**config.mk**
```make
export PLATFORM = sky130hd
export DESIGN_NAME = router_pkt_tx
export DESIGN_NICKNAME = d
export VERILOG_FILES = /design/src/rtl/router_pkt_tx.sv
export SDC_FILE = /design/constraint.sdc
export NUM_CORES = 1
export LEC_CHECK = 0
export BUFFER_PORTS_ARGS = -buffer_cell sky130_fd_sc_hd__buf_2
export CELL_PAD_IN_SITES_DETAIL_PLACEMENT = 1
export CELL_PAD_IN_SITES_GLOBAL_PLACEMENT = 1
export CORE_MARGIN = 1.5
export CORE_UTILIZATION = 51
export DETAILED_ROUTE_END_ITERATION = 8
export GPL_TIMING_DRIVEN = 0
export PLACE_DENSITY = 0.71
export SLEW_MARGIN = 0
export SYNTH_ARGS = -nofsm -noshare
export SYNTH_HDL_FRONTEND = slang
export SYNTH_SLANG_ARGS = --single-unit
```
**constraint.sdc**
```tcl
create_clock -name clk1 -period 9.8 [get_ports clk1]
set_input_delay 0.49 -clock clk1 [delete_from_list [all_inputs] [get_ports clk1]]
set_output_delay 0.49 -clock clk1 [all_outputs]
set_load 0.05 [all_outputs]
```
**src/rtl/router_pkt_tx.sv**
```systemverilog
// Packet transmitter: buffers up to 63 payload bytes, then frames them as
// header, source tag, payload and XOR parity toward the router.
module router_pkt_tx #(
  parameter int GAP_CYCLES = 1
) (
  input  logic       clk1,
  input  logic       reset,
  input  logic       wr_en,
  input  logic [7:0] wr_data,
  input  logic       tx_start,
  input  logic [1:0] tx_dest,
  input  logic [7:0] tx_src,
  input  logic       stop_packet_send,
  output logic [7:0] packet_in,
  output logic       packet_valid_i,
  output logic [5:0] buf_count,
  output logic       buf_full,
  output logic       tx_busy,
  output logic       tx_done,
  output logic       tx_err
);

  localparam logic [2:0] S_IDLE = 3'd0;
  localparam logic [2:0] S_HDR  = 3'd1;
  localparam logic [2:0] S_SRC  = 3'd2;
  localparam logic [2:0] S_PAY  = 3'd3;
  localparam logic [2:0] S_PAR  = 3'd4;
  localparam logic [2:0] S_GAP  = 3'd5;

  localparam logic [3:0] GAP_LOAD = 4'(GAP_CYCLES - 1);

  logic [7:0] r_mem [0:63];
  logic [2:0] r_state;
  logic [5:0] r_buf_count;
  logic [5:0] r_rd_ptr;
  logic [5:0] r_len;
  logic [7:0] r_src;
  logic [7:0] r_par;
  logic [7:0] r_pkt;
  logic       r_valid;
  logic       r_done;
  logic       r_err;
  logic [3:0] r_gap;

  logic       w_wr_ok;
  logic       w_start_ok;
  logic       w_xfer;
  logic [5:0] w_len;
  logic [7:0] w_hdr;
  logic [7:0] w_rd_byte;

  // A write in the same cycle as tx_start is counted into the packet length.
  assign w_wr_ok    = wr_en && (r_state == S_IDLE) && (r_buf_count != 6'd63);
  assign w_len      = r_buf_count + {5'd0, w_wr_ok};
  assign w_start_ok = (tx_dest != 2'd3) && (w_len != 6'd0);
  assign w_hdr      = {w_len, tx_dest};
  assign w_xfer     = r_valid && !stop_packet_send;
  assign w_rd_byte  = r_mem[r_rd_ptr];

  always_ff @(posedge clk1) begin
    if (!reset && w_wr_ok) begin
      r_mem[r_buf_count] <= wr_data;
    end
  end

  always_ff @(posedge clk1) begin
    if (reset) begin
      r_state     <= S_IDLE;
      r_buf_count <= 6'd0;
      r_rd_ptr    <= 6'd0;
      r_len       <= 6'd0;
      r_src       <= 8'h00;
      r_par       <= 8'h00;
      r_pkt       <= 8'h00;
      r_valid     <= 1'b0;
      r_done      <= 1'b0;
      r_err       <= 1'b0;
      r_gap       <= 4'd0;
    end else begin
      r_done <= 1'b0;
      r_err  <= 1'b0;
      if (w_wr_ok) begin
        r_buf_count <= r_buf_count + 6'd1;
      end
      case (r_state)
        S_IDLE: begin
          if (tx_start) begin
            if (w_start_ok) begin
              r_len   <= w_len;
              r_src   <= tx_src;
              r_pkt   <= w_hdr;
              r_par   <= w_hdr ^ tx_src;
              r_valid <= 1'b1;
              r_state <= S_HDR;
            end else begin
              r_err <= 1'b1;
            end
          end
        end
        S_HDR: begin
          if (w_xfer) begin
            r_pkt   <= r_src;
            r_state <= S_SRC;
          end
        end
        S_SRC: begin
          if (w_xfer) begin
            r_pkt    <= w_rd_byte;
            r_par    <= r_par ^ w_rd_byte;
            r_rd_ptr <= r_rd_ptr + 6'd1;
            r_state  <= S_PAY;
          end
        end
        S_PAY: begin
          // r_rd_ptr counts payload bytes already presented on packet_in.
          if (w_xfer) begin
            if (r_rd_ptr == r_len) begin
              r_pkt   <= r_par;
              r_state <= S_PAR;
            end else begin
              r_pkt    <= w_rd_byte;
              r_par    <= r_par ^ w_rd_byte;
              r_rd_ptr <= r_rd_ptr + 6'd1;
            end
          end
        end
        S_PAR: begin
          if (w_xfer) begin
            r_pkt       <= 8'h00;
            r_valid     <= 1'b0;
            r_done      <= 1'b1;
            r_buf_count <= 6'd0;
            r_rd_ptr    <= 6'd0;
            r_gap       <= GAP_LOAD;
            r_state     <= S_GAP;
          end
        end
        S_GAP: begin
          if (r_gap == 4'd0) begin
            r_state <= S_IDLE;
          end else begin
            r_gap <= r_gap - 4'd1;
          end
        end
        default: r_state <= S_IDLE;
      endcase
    end
  end

  assign packet_in      = r_pkt;
  assign packet_valid_i = r_valid;
  assign buf_count      = r_buf_count;
  assign buf_full       = (r_buf_count == 6'd63);
  assign tx_busy        = (r_state != S_IDLE);
  assign tx_done        = r_done;
  assign tx_err         = r_err;

endmodule

```
# Yosys cells after proc, flatten, opt, wreduce, memory -nomap -nowiden
# Memories as Yosys holds them, arrays and structs flattened. A register that Yosys moved wholly into a read port is not among the register bits.
# Cells that the tools add are included.
[totals]
regBits = 52
ram_bits = 512
inputBits = 23
output_inout_bits = 19
wordCells = 109
mem_count = 1
[mem_list]
columns = ["memory", "words", "width", "rd", "rd_clocked_by_memory_dff", "write_ports", "line_no", "source"]
rows = [
  ["r_mem", 64, 8, 1, 1, 1, "32", "logic [7:0] r_mem [0:63];"],
]
[op_classes]
n_addsub = 4
n_eq_ne = 19
muxes = 44
bitwise = 5
reduce_logical = 25
[ops]
columns = ["operator", "n"]
rows = [
  ["8-bit 2-to-1 mux", 12],
  ["6-bit 2-to-1 mux", 9],
  ["8-bit one-hot mux with 5 select lines", 1],
  ["3-bit 2-to-1 mux", 8],
  ["8-bit one-hot mux with 3 select lines", 1],
  ["2-bit inequality test (second input constant)", 11],
  ["3-bit one-hot mux with 6 select lines", 1],
  ["6-bit one-hot mux with 3 select lines", 1],
  ["8-bit XOR", 2],
  ["6-bit by 1-bit adder with 6-bit output (second input constant)", 2],
  ["3-bit nonzero test", 3],
  ["4-bit 2-to-1 mux", 2],
  ["4-bit one-hot mux with 2 select lines", 1],
  ["8-bit AND reduction", 1],
  ["1-bit 2-to-1 mux", 7],
  ["7-bit AND reduction", 1],
  ["6-bit by 1-bit adder with 6-bit output", 1],
  ["3-bit by 2-bit == test with 1-bit output (second input constant)", 2],
  ["3-bit == test (second input constant)", 2],
  ["6-bit == test", 1],
  ["6-bit == test (second input constant)", 1],
  ["6-bit inequality test (second input constant)", 1],
  ["3-bit AND reduction", 2],
  ["6-bit AND reduction", 1],
  ["15 further kinds", 23],
]

# Longest topological paths before layout
[depth]
ltp_word = 9
depth_mapped = 14
ltp_nobuf = 12

# Worst setup path before layout
# Ideal clock, no wire load.
[synth_timing]
kind = "register -> register"
startpoint = "reg r_buf_count[4] (netlist: buf_count[4])"
endpoint = "reg r_par[0]"
setup_time_ps = 134
t_arrival_ps = 4667
t_required_ps = 9666
slack_ps = 4999
stages_incl_launch_ff = 13
cell_sequence = "dfxtp_1 clkbuf_1 nand3_1 nor3_1 nor2_1 ha_1 ha_1 nor3b_1 mux2_2 nand4_1 a21boi_2 nor4_1 or4b_1"
[synth_between]
elab_chain_cells = 7
[synth_lines]
columns = ["item", "line_no", "source"]
rows = [
  ["from (decl)", "34", "logic [5:0] r_buf_count;"],
  ["from (signal assigned)", "83", "r_buf_count <= r_buf_count + 6'd1;"],
  ["6-bit inequality test", "53", "assign w_wr_ok = wr_en && (r_state == S_IDLE) && (r_buf_count != 6'd63);"],
  ["1-bit logical AND", "53", ""],
  ["6-bit by 1-bit adder with 6-bit output", "54", "assign w_len = r_buf_count + {5'd0, w_wr_ok};"],
  ["named net w_len[1]", "48", "logic [5:0] w_len;"],
  ["6-bit nonzero test", "55", "assign w_start_ok = (tx_dest != 2'd3) && (w_len != 6'd0);"],
  ["1-bit logical AND", "55", ""],
  ["2-bit inequality test (no source line)", "-", ""],
  ["6-bit AND reduction (no source line)", "-", ""],
  ["to (signal assigned)", "92", "r_par <= w_hdr ^ tx_src;"],
  ["to (signal assigned)", "109", "r_par <= r_par ^ w_rd_byte;"],
  ["to (signal assigned)", "122", "r_par <= r_par ^ w_rd_byte;"],
  ["to (decl)", "38", "logic [7:0] r_par;"],
]
# The timed path passes the listed nets, and every way through them passes these cells.
# A chain may end at the register's enable or synchronous reset.

# Final worst setup path
# Same ends and word-level chain as after synthesis.

==> results.py <==
metrics = {
    "status": {
        "outcome": "completed",
    },
    "min_path": {
        "min_from": "tx_src[0]",
        "min_to": "r_src[0]$_SDFFE_PP0P_",
        "holdPathStages": 3,
        "hp-class": "in -> reg",
    },
    "finish": {
        "filler_cell_count": 3997,
        "diodes": 0,
        "drive_above_1_share_pct": 22.2,
        "syn_to_final_growth_pct": 12.4,
        "nets": 1480,
    },
    "timing": {
        "clock.fmax_mhz": 219,
        "finalCriticalPeriod_ns": 4.57,
        "finalSetupViolCount": 0,
        "hold_violations": 0,
        "rsz0062_at_grt": "no",
        "max_slew_margin_pct": 8.76,
        "timing.final.crit_share_pct": 46.6,
        "finalSetupTns_ns": 0,
        "worst_slew_pin_slew_ns": 1.37,
        "final_max_slew_viol_count": 0,
        "finalWorstSetupSlack_ns": 5.23,
        "skew_ns": 0.0302,
    },
    "logic_synthesis": {
        "ys.flop_type": "edfxtp_1",
        "synth_compound_area_share_pct": 5.09,
        "synth_fa_ha_area_share_pct": 0.270,
        "synth.top_cells.by_area": "edfxtp_1 (66%), mux4_2 (10%), dfxtp_1 (5.0%), nor2_1 (1.6%), mux2_2 (1.4%)",
        "synth.area.mux_share_pct": 13.0,
        "yosysTopAreaCellShare_pct": 66.2,
        "yosysUniqueCellTypes": 77,
        "synthSimpleGateAreaFrac_pct": 6.95,
        "ys_ff_latch": 570,
        "syn_area_sq_um": 23200,
        "synth_xor_xnor_area_share_pct": 0.981,
        "synth_edf_count": 512,
        "syn_nets": 1379,
        "yosysWarnings": 0,
        "synth_top_family_by_area": "multiplexers",
        "yosysMostFrequentCell": "edfxtp_1",
        "async_reset_ff_share_pct": 0,
        "ys_seq_area_share_pct": 71.2,
        "synthCells": 1351,
        "avgSynthCellArea_sq_um": 17.2,
        "yosysTopAreaCell": "edfxtp_1",
        "synth_common_cells": "edfxtp_1 (512), mux4_2 (106), nor2_1 (102), nand2_1 (84), dfxtp_1 (58)",
    },
    "setup_path": {
        "ff2ff_setup_slack_ns": 5.23,
        "path_max_fanout": 10,
        "r2r-start": "buf_count[4]$_SDFF_PP0_",
        "crit_path_end_kind": "flip-flop",
        "path_cells": "clkbuf_1, nand3_1, nor3_1, nor2_1, ha_1, ha_1, nor3_1, mux2_2, nand4_1, a21boi_2, nor4_1, or4b_1",
        "crit_family": "simple AND/OR/NAND/NOR gates",
        "crit_type": "reg -> reg",
        "worstPathRequired_ns": 10.31,
        "worst-path-buf-inv": 1,
        "slowest_stage": "clkbuf_1",
        "r2r-end": "r_par[0]$_SDFFE_PP0P_",
        "cpPeakStageDelay_ns": 0.61,
        "critPathArrivalTime_ns": 5.08,
        "reg2regPathDepth": 12,
        "start_kind": "flip-flop",
    },
    "clock_tree": {
        "htree_num_levels": 2,
        "clk_latency_ns": 0.63,
        "cts_buffers": 58,
        "cts_buffer_depth": 3,
        "cts-resized-gates": 0,
        "cts_tree": "yes",
        "clk_pin_slew_ns": 0.07,
        "postCtsSetupBuffers": 0,
        "cts_sinks": 570,
        "root_buffer": "clkbuf_16",
        "cts.hold.buffers_added": 0,
    },
    "route": {
        "finalWirelength_mm": 62.9,
        "via_per_inst": 6.27,
        "drt-wirelength-per-cell_um": 30.1,
        "drc": 0,
        "vias": 13118,
        "ant_nets": 0,
        "dr.first_iter.drc_count": 1137,
        "first_pass_iters": 5,
    },
    "pwr": {
        "power.density_nw_per_um2": 199,
        "peakVddDrop_mv": 0.174,
        "p_leak_nw": 8.20,
    },
    "place": {
        "dp_slack_ns": 5.28,
        "portBuffers": 41,
        "hpwl_mm": 41.1,
        "routabilityCongestion": 0.872,
    },
    "die": {
        "core_area_sq_um": 44600,
        "die_h_um": 216,
        "num_rows": 77,
        "ios": 42,
        "fp.dieW_um": 216,
        "dieArea_sq_um": 46800,
        "initial_core_util_pct": 52.0,
    },
    "run": {
        "maxCapViolations": 0,
    },
    "global_routing": {
        "grt_pass1_vias": 13732,
        "grt_pass1_wl_mm": 92.7,
        "track_usage_pct": 27.6,
        "grt_max_degree": 65,
        "grt.overflow.total": 0,
        "antenna_found_initial": 0,
    },
}
==> cell usage in the layout, fill, tap and decap left out, types with 29 or more instances in the layout <==
cell       count
a21oi_1       35
buf_2         56
clkbuf_1      36
clkbuf_16     59
dfxtp_1       58
edfxtp_1     512
mux2_2        29
mux2i_1       30
mux4_2       106
nand2_1       84
nor2_1       102
==> stage by stage <==
step | hold WS [ns] | instance area, sq um | power [mW] | utilization (%) | std cells
3_3_place_gp | 0.442 | 24200 | 2.96 | 54.2 | 1984
4_1_cts | 0.0978 | 26100 | 5.20 | 58.5 | 2091
2_1_floorplan | 0.431 | 23200 | 2.86 | - | 1351
5_1_grt | 0.125 | 26100 | 5.29 | 58.5 | 2091
3_5_place_dp | 0.447 | 24200 | 2.96 | 54.2 | 1984
6_report | 0.127 | 26100 | 5.18 | 58.5 | 2091
==> registers in the layout (all words and copies together) (netlist names), named ones only <==
name,cells
r_state,3
r_rd_ptr,6
r_mem,512
r_gap,4
packet_in,8
r_len,6
buf_count,6
tx_done,1
r_src,8
packet_valid_i,1
r_par,8
tx_err,1
==> report_power, final <==
part           internal [mW]  total (mW)  switching, mW
Combinational         0.0642       0.231          0.167
Sequential              2.67        2.68         0.0161
Clock                   1.34        2.27          0.932
Total                   4.07        5.18           1.11
==> worst max path at each step <==
stage,startpoint,endpoint,cells after the start
detailed placement,buf_count[4]$_SDFF_PP0_,r_par[0]$_SDFFE_PP0P_,12
global placement,buf_count[4]$_SDFF_PP0_,r_par[0]$_SDFFE_PP0P_,12
floorplan,buf_count[4]$_SDFF_PP0_,r_par[0]$_SDFFE_PP0P_,12
finish,buf_count[4]$_SDFF_PP0_,r_par[0]$_SDFFE_PP0P_,12
global route,buf_count[4]$_SDFF_PP0_,r_par[0]$_SDFFE_PP0P_,12
CTS,buf_count[4]$_SDFF_PP0_,r_par[0]$_SDFFE_PP0P_,12
==> worst register-to-register path: cells and delay by family (launching register included) <==
| family | cells | cell delay [ns] |
|---|---|---|
| compound gates | 1 | 0.48 |
| fa+ha+maj | 2 | 0.65 |
| buf+inv | 1 | 0.61 |
| flops | 1 | 0.40 |
| mux | 1 | 0.19 |
| simple gates | 7 | 2.12 |
==> cell families (layout without fill, tap and decap cells) <==
logic type / after synthesis / count (layout)
XOR/XNOR: 26 / 26
AND/OR/NAND/NOR: 327 / 327
adder cells (fa/ha/maj): 5 / 5
AO/OA/AOI/OAI: 165 / 165
multiplexers: 166 / 166
flip-flops: 570 / 570
buffers and inverters: 92 / 240
==> layer usage <==
metal	part of all wire [%]	global-route usage, %	up-vias	wire length (um)
li1	-	-	5604	-
met1	42	38.0	6874	26100
met2	48	44.2	523	30000
met3	7.1	4.58	117	4440
met4	3.7	10.9	0	2300
met5	0	0	-	0
==> final cells by class <==
type | instances | area, sq um | share of cell area, %
Inverter | 16 | 60.1 | 0.230
Sequential cell | 570 | 16500 | 63.4
Timing Repair Buffer | 41 | 205 | 0.786
Clock inverter | 38 | 422 | 1.62
Clock buffer | 69 | 1510 | 5.80
Buffer | 76 | 503 | 1.93
Multi-Input combinational cell | 689 | 6110 | 23.4
Tap cell | 592 | 741 | 2.84
Power figures use the tool's default switching activity.
